<file path="config.mk">
export PLATFORM = sky130hd
export DESIGN_NAME = mem_arbiter
export DESIGN_NICKNAME = d
export VERILOG_FILES = /design/src/rtl/mem_arbiter.sv
export SDC_FILE = /design/constraint.sdc
export NUM_CORES = 1
export LEC_CHECK = 0
export ABC_AREA = 1
export CAP_MARGIN = 20
export CORE_MARGIN = 1
export CORE_UTILIZATION = 42
export DETAILED_ROUTE_END_ITERATION = 12
export GPL_TIMING_DRIVEN = 0
export MAX_ROUTING_LAYER = met4
export PLACE_DENSITY = 0.87
export SYNTH_ARGS = -nofsm -noshare
export SYNTH_HDL_FRONTEND = slang
export SYNTH_SLANG_ARGS = --single-unit
</file>
<file path="constraint.sdc">
create_clock -name clk -period 1.7 [get_ports clk]
set_input_delay 0.255 -clock clk [delete_from_list [all_inputs] [get_ports clk]]
set_output_delay 0.255 -clock clk [all_outputs]
set_load 0.01 [all_outputs]
</file>
<file path="src/rtl/mem_arbiter.sv">
// mem_arbiter: shares one single-port memory between a fetch port and a load/store port
module mem_arbiter #(
    parameter int WORD_SIZE    = 16,
    parameter int ADDR_SIZE    = 16,
    parameter int STARVE_LIMIT = 3
) (
    input  logic                 clk,
    input  logic                 rst_n,
    input  logic                 i_req,
    input  logic [ADDR_SIZE-1:0] i_addr,
    output logic [WORD_SIZE-1:0] i_rdata,
    output logic                 i_ack,
    input  logic                 d_req,
    input  logic                 d_we,
    input  logic [ADDR_SIZE-1:0] d_addr,
    input  logic [WORD_SIZE-1:0] d_wdata,
    output logic [WORD_SIZE-1:0] d_rdata,
    output logic                 d_ack,
    output logic                 busy,
    output logic                 mem_on,
    output logic                 mem_w,
    output logic [ADDR_SIZE-1:0] mem_addr,
    output logic [WORD_SIZE-1:0] mem_din,
    input  logic [WORD_SIZE-1:0] mem_dout
);
    localparam int CW = (STARVE_LIMIT < 1) ? 1 : $clog2(STARVE_LIMIT + 1);
    localparam logic [CW-1:0] LIMIT = CW'(STARVE_LIMIT);

    typedef enum logic [1:0] {IDLE, ACCESS, DONE} state_t;

    state_t        state;
    logic          owner_d;
    logic          we;
    logic [CW-1:0] starve;
    logic          grant_d;

    assign grant_d = d_req && (!i_req || starve < LIMIT);

    // Sequencer: latch the winner in IDLE, run one memory cycle, then acknowledge
    always_ff @(posedge clk or negedge rst_n) begin
        if (!rst_n) begin
            state    <= IDLE;
            owner_d  <= 1'b0;
            we       <= 1'b0;
            starve   <= '0;
            i_rdata  <= '0;
            d_rdata  <= '0;
            i_ack    <= 1'b0;
            d_ack    <= 1'b0;
            busy     <= 1'b0;
            mem_on   <= 1'b0;
            mem_w    <= 1'b0;
            mem_addr <= '0;
            mem_din  <= '0;
        end else begin
            case (state)
                IDLE: begin
                    if (i_req || d_req) begin
                        state    <= ACCESS;
                        owner_d  <= grant_d;
                        we       <= grant_d && d_we;
                        mem_addr <= grant_d ? d_addr : i_addr;
                        mem_din  <= grant_d ? d_wdata : '0;
                        mem_on   <= 1'b1;
                        mem_w    <= grant_d && d_we;
                        busy     <= 1'b1;
                        if (i_req && d_req)
                            starve <= grant_d ? ((starve == LIMIT) ? starve : starve + 1'b1) : '0;
                        else if (i_req)
                            starve <= '0;
                    end
                end
                ACCESS: begin
                    state  <= DONE;
                    mem_on <= 1'b0;
                    mem_w  <= 1'b0;
                    if (!we && owner_d)
                        d_rdata <= mem_dout;
                    if (!we && !owner_d)
                        i_rdata <= mem_dout;
                    d_ack <= owner_d;
                    i_ack <= !owner_d;
                end
                DONE: begin
                    state <= IDLE;
                    d_ack <= 1'b0;
                    i_ack <= 1'b0;
                    busy  <= 1'b0;
                end
                default: state <= IDLE;
            endcase
        end
    end
endmodule

</file>
== Yosys cells after proc, flatten, opt, wreduce, memory -nomap -nowiden ==
Cells that the tools add are included.

* Input bits: 69
* Word-level logic and storage cells: 56
* Memory bits (writable): 0
* Memories kept: 0
* Bits in registers: 75
* Bits in latches: 0
* Output and inout port bits: 69
* ROM bits: 0

* Order comparisons: 1
* Equal/unequal tests: 5
* $add $sub $neg: 1
* Shifts and indexed selects: 0
* $mul: 0
* Mux-type cells: 15
* Reductions and logical operators: 21
* Bitwise gates (word level): 0
* Divide/modulo/power cells: 0

{| class="wikitable"
|+ Operator list
! operator !! count
|-
| 2-to-1 mux 16 bit || 2
|-
| 2-to-1 mux 2 bit || 5
|-
| one-hot mux 1 bit (2 select lines) || 5
|-
| AND reduction 2 bit || 5
|-
| nonzero test 2 bit || 4
|-
| logical AND 1 bit || 5
|-
| == test 2 bit (second input constant) || 2
|-
| one-hot mux 2 bit (2 select lines) || 1
|-
| AND reduction 4 bit || 1
|-
| logical NOT 1 bit || 3
|-
| inequality test 3 bit (second input constant) || 1
|-
| adder 2 x 1 -> 2 bit (second input constant) || 1
|-
| == test 2 x 1 -> 1 bit (second input constant) || 1
|-
| logical NOT 2 bit || 1
|-
| logical OR 1 bit || 2
|-
| < comparator 2 bit (second input constant) || 1
|-
| 2-to-1 mux 1 bit || 2
|-
| inequality test 2 bit (second input constant) || 1
|}

== Logic depth before layout (Yosys ltp) ==
Gate-level depths: netlist (run 1).

* Word-level depth: 6
* Gate-level depth with buffers: 7
* Gate-level depth less buffers: 7

== Worst setup path before layout (run 1) ==
OpenSTA, ideal clock, no wires.

* Kind: register to register
* From: register state[0]
* To: register mem_addr[10]
* Arrival: 1.242 ns
* Path buffers: 1
* Period minus slack after synthesis: 1.306 ns
* Stages on the path, launching flop included: 8
* Setup slack: 0.394 ns
* Setup time: 0.065 ns
* Required time: 1.635 ns
* Cell sequence: dfrtp_1 -> inv_1 -> ha_1 -> inv_1 -> nor2_8 -> buf_6 -> nand3_1 -> nand2_1

* Cells in the longest elaborated chain, start to end: 2

{| class="wikitable"
|+ RTL lines
! what !! RTL line !! text
|-
| start, declared || 31 || <nowiki>state_t state;</nowiki>
|-
| start signal, assigned || 42 || <nowiki>state <= IDLE;</nowiki>
|-
| start signal, assigned || 59 || <nowiki>state <= ACCESS;</nowiki>
|-
| start signal, assigned || 74 || <nowiki>state <= DONE;</nowiki>
|-
| logical NOT 2 bit || 56 || <nowiki>case (state)</nowiki>
|-
| AND reduction 2 bit (no line) || - ||
|-
| end signal, assigned || 62 || <nowiki>mem_addr <= grant_d ? d_addr : i_addr;</nowiki>
|-
| end, declared || 22 || <nowiki>output logic [ADDR_SIZE-1:0] mem_addr,</nowiki>
|}

Every way passes these cells.
A chain may end at the register's enable or synchronous reset.

== Worst setup path in the final report (run 1) ==
* From: register state[1]
* To: register d_rdata[1]

* Cells in the longest elaborated chain, start to end: 2

{| class="wikitable"
|+ RTL lines
! what !! RTL line !! text
|-
| == test 2 x 1 -> 1 bit || 56 ||
|-
| AND reduction 2 bit (no line) || - ||
|-
| end signal, assigned || 78 || <nowiki>d_rdata <= mem_dout;</nowiki>
|-
| end, declared || 17 || <nowiki>output logic [WORD_SIZE-1:0] d_rdata,</nowiki>
|}

Every way passes these cells.

==> metrics.log, run 1 <==
INFO  metric run_status = complete, no violations
INFO  metric clk_pin_slew = 0.08 ns
INFO  metric net-switching-power = 0.00321 W
INFO  metric critical_path_required = 1.92 ns
INFO  metric cts_tree = done
INFO  metric core.rowCount = 31
INFO  metric area.growth.synth_to_final = 53.4%
INFO  metric timing.fmax = 639 MHz
INFO  metric post_route_drc_violation_count = 0
INFO  metric pwr-share-clk = 0.159
INFO  metric synth.avg_cell_area = 8.83 um2
INFO  metric numClockSinks = 75
INFO  metric antenna_left = 0
INFO  metric drt_pass1_iterations = 4
INFO  metric final_layout_size_suffix_gt1_frac = 0.0707
INFO  metric cp-startpoint = state[1]
INFO  metric critPathMaxFanout = 10
INFO  metric clock_tree.root_cell = sky130_fd_sc_hd__clkbuf_8
INFO  metric r2r-start = state[1]
INFO  metric grt_setup_unrepaired = no
INFO  metric place.gp.congestion = 0.785
INFO  metric power-per-cell-area = 1750 nW/um2
INFO  metric drt_via_density = 4.80
INFO  metric route.vias.total = 2984
INFO  metric synth_area = 3250 um2
INFO  metric hold_slack = 0.286 ns
INFO  metric num_antenna_cells = 0
INFO  metric post-layout-total-power = 0.00873 W
INFO  metric setup_ws_pre_cts = -0.00927 ns
INFO  metric power.combinational.fraction = 0.478
INFO  metric seqPwrFrac = 0.363
INFO  metric die_width = 89.9 um
INFO  metric worst_pin_slew = 0.427 ns
INFO  metric layout.nets = 592
INFO  metric period_needed = 1.56 ns
INFO  metric dieArea = 8090 um2
INFO  metric die_y = 89.9 um
INFO  metric post_route_wl = 8.57 mm
INFO  metric postLayoutCoreUtil = 0.676
INFO  metric ys_seq_elements = 75
INFO  metric worst_ep_arrival_time = 1.78 ns
INFO  metric number_of_global_route_vias_before_repair = 3028
INFO  metric hold_violations = 0
INFO  metric numPortBuffers = 137
INFO  metric synth_fp_nets = 442
INFO  metric core_area = 7370 um2
INFO  metric drv_cap = 0
INFO  metric total_setup_violations_reported_at_the_end_of_the_flow = 0
INFO  metric drv_slew = 0
INFO  metric routedWlPerCell = 13.8 um
INFO  metric antenna_violations_before_repair = 0
INFO  metric filler_cell_count = 575
INFO  metric pin_count_of_the_biggest_net_entering_global_routing = 67
INFO  metric final_cell_mix = sky130_fd_sc_hd__nand2_1, sky130_fd_sc_hd__clkdlybuf4s50_1, sky130_fd_sc_hd__dfrtp_1
INFO  metric finalInstanceArea = 4980 um2
INFO  metric initial_utilization = 0.441
INFO  metric final.setup_skew = 0.00998 ns
INFO  metric min-delay-path-class = in -> async
INFO  metric ys.warnings.count = 0
INFO  metric cts_max_level = 3
INFO  metric postCtsSetupRepairBufs = 0
INFO  metric seq_area_frac_synth = 0.578
INFO  metric clock_path_buffers = 2
INFO  metric worst_slack = 0.136 ns
INFO  metric dp.final_hpwl = 6.16 mm
INFO  metric grt_pass1_wl = 14.5 mm
INFO  metric regToRegSetupSlack = 0.14 ns
INFO  metric grt_overflow = 0
INFO  metric grt_util_all_layers = 0.231
INFO  metric setup.worst_path.start_class = register
INFO  metric period_share = 0.920
INFO  metric synth.distinct_cells = 18
INFO  metric cts_made_buffers = 9
INFO  metric setup.worst_path.end_class = register
INFO  metric worstSetupPathType = reg -> reg
INFO  metric layout.cells.most_common = sky130_fd_sc_hd__nand2_1
INFO  metric ios = 138
INFO  metric power.leakage = 2.44 nW
INFO  metric first_iter_violations = 154
INFO  metric swShare = 0.368
INFO  metric dpl-instance-area = 4770 um2
INFO  metric vdd_drop_max = 989 uV
INFO  metric internal-power = 0.00552 W
INFO  metric netlist_instances = 368
INFO  metric slew_headroom = 0.715
INFO  metric worst_skew_pair.late_latency = 0.34 ns
==> power groups by stage <==
stage               Sequential [W]  Clock, W  Combinational [W]
floorplan                  0.00352         0            0.00151
global placement           0.00313         0            0.00407
detailed placement         0.00317         0            0.00420
CTS                        0.00316   0.00143            0.00422
global route               0.00326   0.00152            0.00458
finish                     0.00317   0.00139            0.00417
==> synthesized netlist by cell type <==
cell / number / area share
sky130_fd_sc_hd__inv_1: 44 / 0.051
sky130_fd_sc_hd__buf_6: 3 / 0.010
sky130_fd_sc_hd__o21ai_1: 1 / 0.0015
sky130_fd_sc_hd__o21ai_0: 40 / 0.062
sky130_fd_sc_hd__buf_4: 2 / 0.0046
sky130_fd_sc_hd__nor2_4: 2 / 0.0069
sky130_fd_sc_hd__ha_1: 5 / 0.019
sky130_fd_sc_hd__nor2_8: 1 / 0.0062
sky130_fd_sc_hd__nand3_1: 20 / 0.031
sky130_fd_sc_hd__nand2_1: 142 / 0.16
sky130_fd_sc_hd__clkbuf_1: 5 / 0.0058
sky130_fd_sc_hd__buf_2: 6 / 0.0092
sky130_fd_sc_hd__dfrtp_1: 75 / 0.58
sky130_fd_sc_hd__nand4_1: 1 / 0.0019
sky130_fd_sc_hd__nand3b_1: 16 / 0.037
sky130_fd_sc_hd__nor2_1: 1 / 0.0012
sky130_fd_sc_hd__o22ai_1: 2 / 0.0039
sky130_fd_sc_hd__nand2_4: 2 / 0.0069
==> path summary, 6_finish.rpt <==
path | to | cells past startpoint
min in group clk | mem_din[4] | 3
max in group asynchronous | mem_addr[15] | 3
hold reg to reg | mem_din[3] | 2
hold / removal | mem_addr[1] | 2
setup / recovery | d_rdata[1] | 6
setup reg to reg | d_rdata[1] | 6
==> critical path, cell delays in order (launching register included) <==
cell and delay, ns:
sky130_fd_sc_hd__dfrtp_1 0.39, sky130_fd_sc_hd__inv_1 0.12, sky130_fd_sc_hd__ha_1 0.25, sky130_fd_sc_hd__nand3_1 0.22, sky130_fd_sc_hd__clkbuf_2 0.26, sky130_fd_sc_hd__nand2_1 0.11, sky130_fd_sc_hd__o21ai_0 0.10
==> what timing repair did <==
item,in CTS,in global routing
hold buffers,1,0
endpoints found under the hold margin,9,0
resized for setup,0,6
endpoints found under the setup margin,0,15
==> logic make-up after synthesis <==
| family | count (synthesis) | synth area share |
|---|---|---|
| simple gates | 185 | 0.255 |
| flops | 75 | 0.578 |
| buf+inv | 60 | 0.0809 |
| compound gates | 43 | 0.0670 |
| fa+ha+maj | 5 | 0.0193 |
==> cell type report <==
type | instances | area, um2 | share of cell area
plain buffers | 16 | 101 | 0.0203
clock buffers | 9 | 124 | 0.0249
clock inverters | 7 | 76.3 | 0.0153
inverters | 44 | 165 | 0.0331
multi-input cells | 233 | 1110 | 0.223
flip-flops and latches | 75 | 1880 | 0.377
well taps | 99 | 124 | 0.0249
repair buffers | 139 | 1410 | 0.282
==> registers in the layout, summed over array words and instances, names as in the netlist <==
name and flops:
busy 1, i_rdata 16, we 1, d_rdata 16
d_ack 1, mem_addr 16, i_ack 1, state 2
owner_d 1, starve 2, mem_din 16, mem_on 1
mem_w 1
==> per-stage QoR <==
stage	setup TNS, ns	instances
CTS	0	622
global placement	-160.34	604
floorplan	0	368
global route	0	622
detailed placement	-0.0481	605
finish	0	622
==> per-layer routing <==
| metal | vias up | track usage | part of all wire |
|---|---|---|---|
| met5 | - | - | 0 |
| met1 | 1425 | 0.278 | 0.44 |
| met2 | 109 | 0.373 | 0.47 |
| li1 | 1439 | - | - |
| met4 | 0 | 0.0766 | 0.012 |
| met3 | 11 | 0.0711 | 0.076 |
(Power assumes the default switching activity.)
==> run 2: changes to the inputs <==
CAP_MARGIN = unset   (was 20)
==> results of run 2 <==
No change in the layout: final DEF, timing and power equal those of run 1.
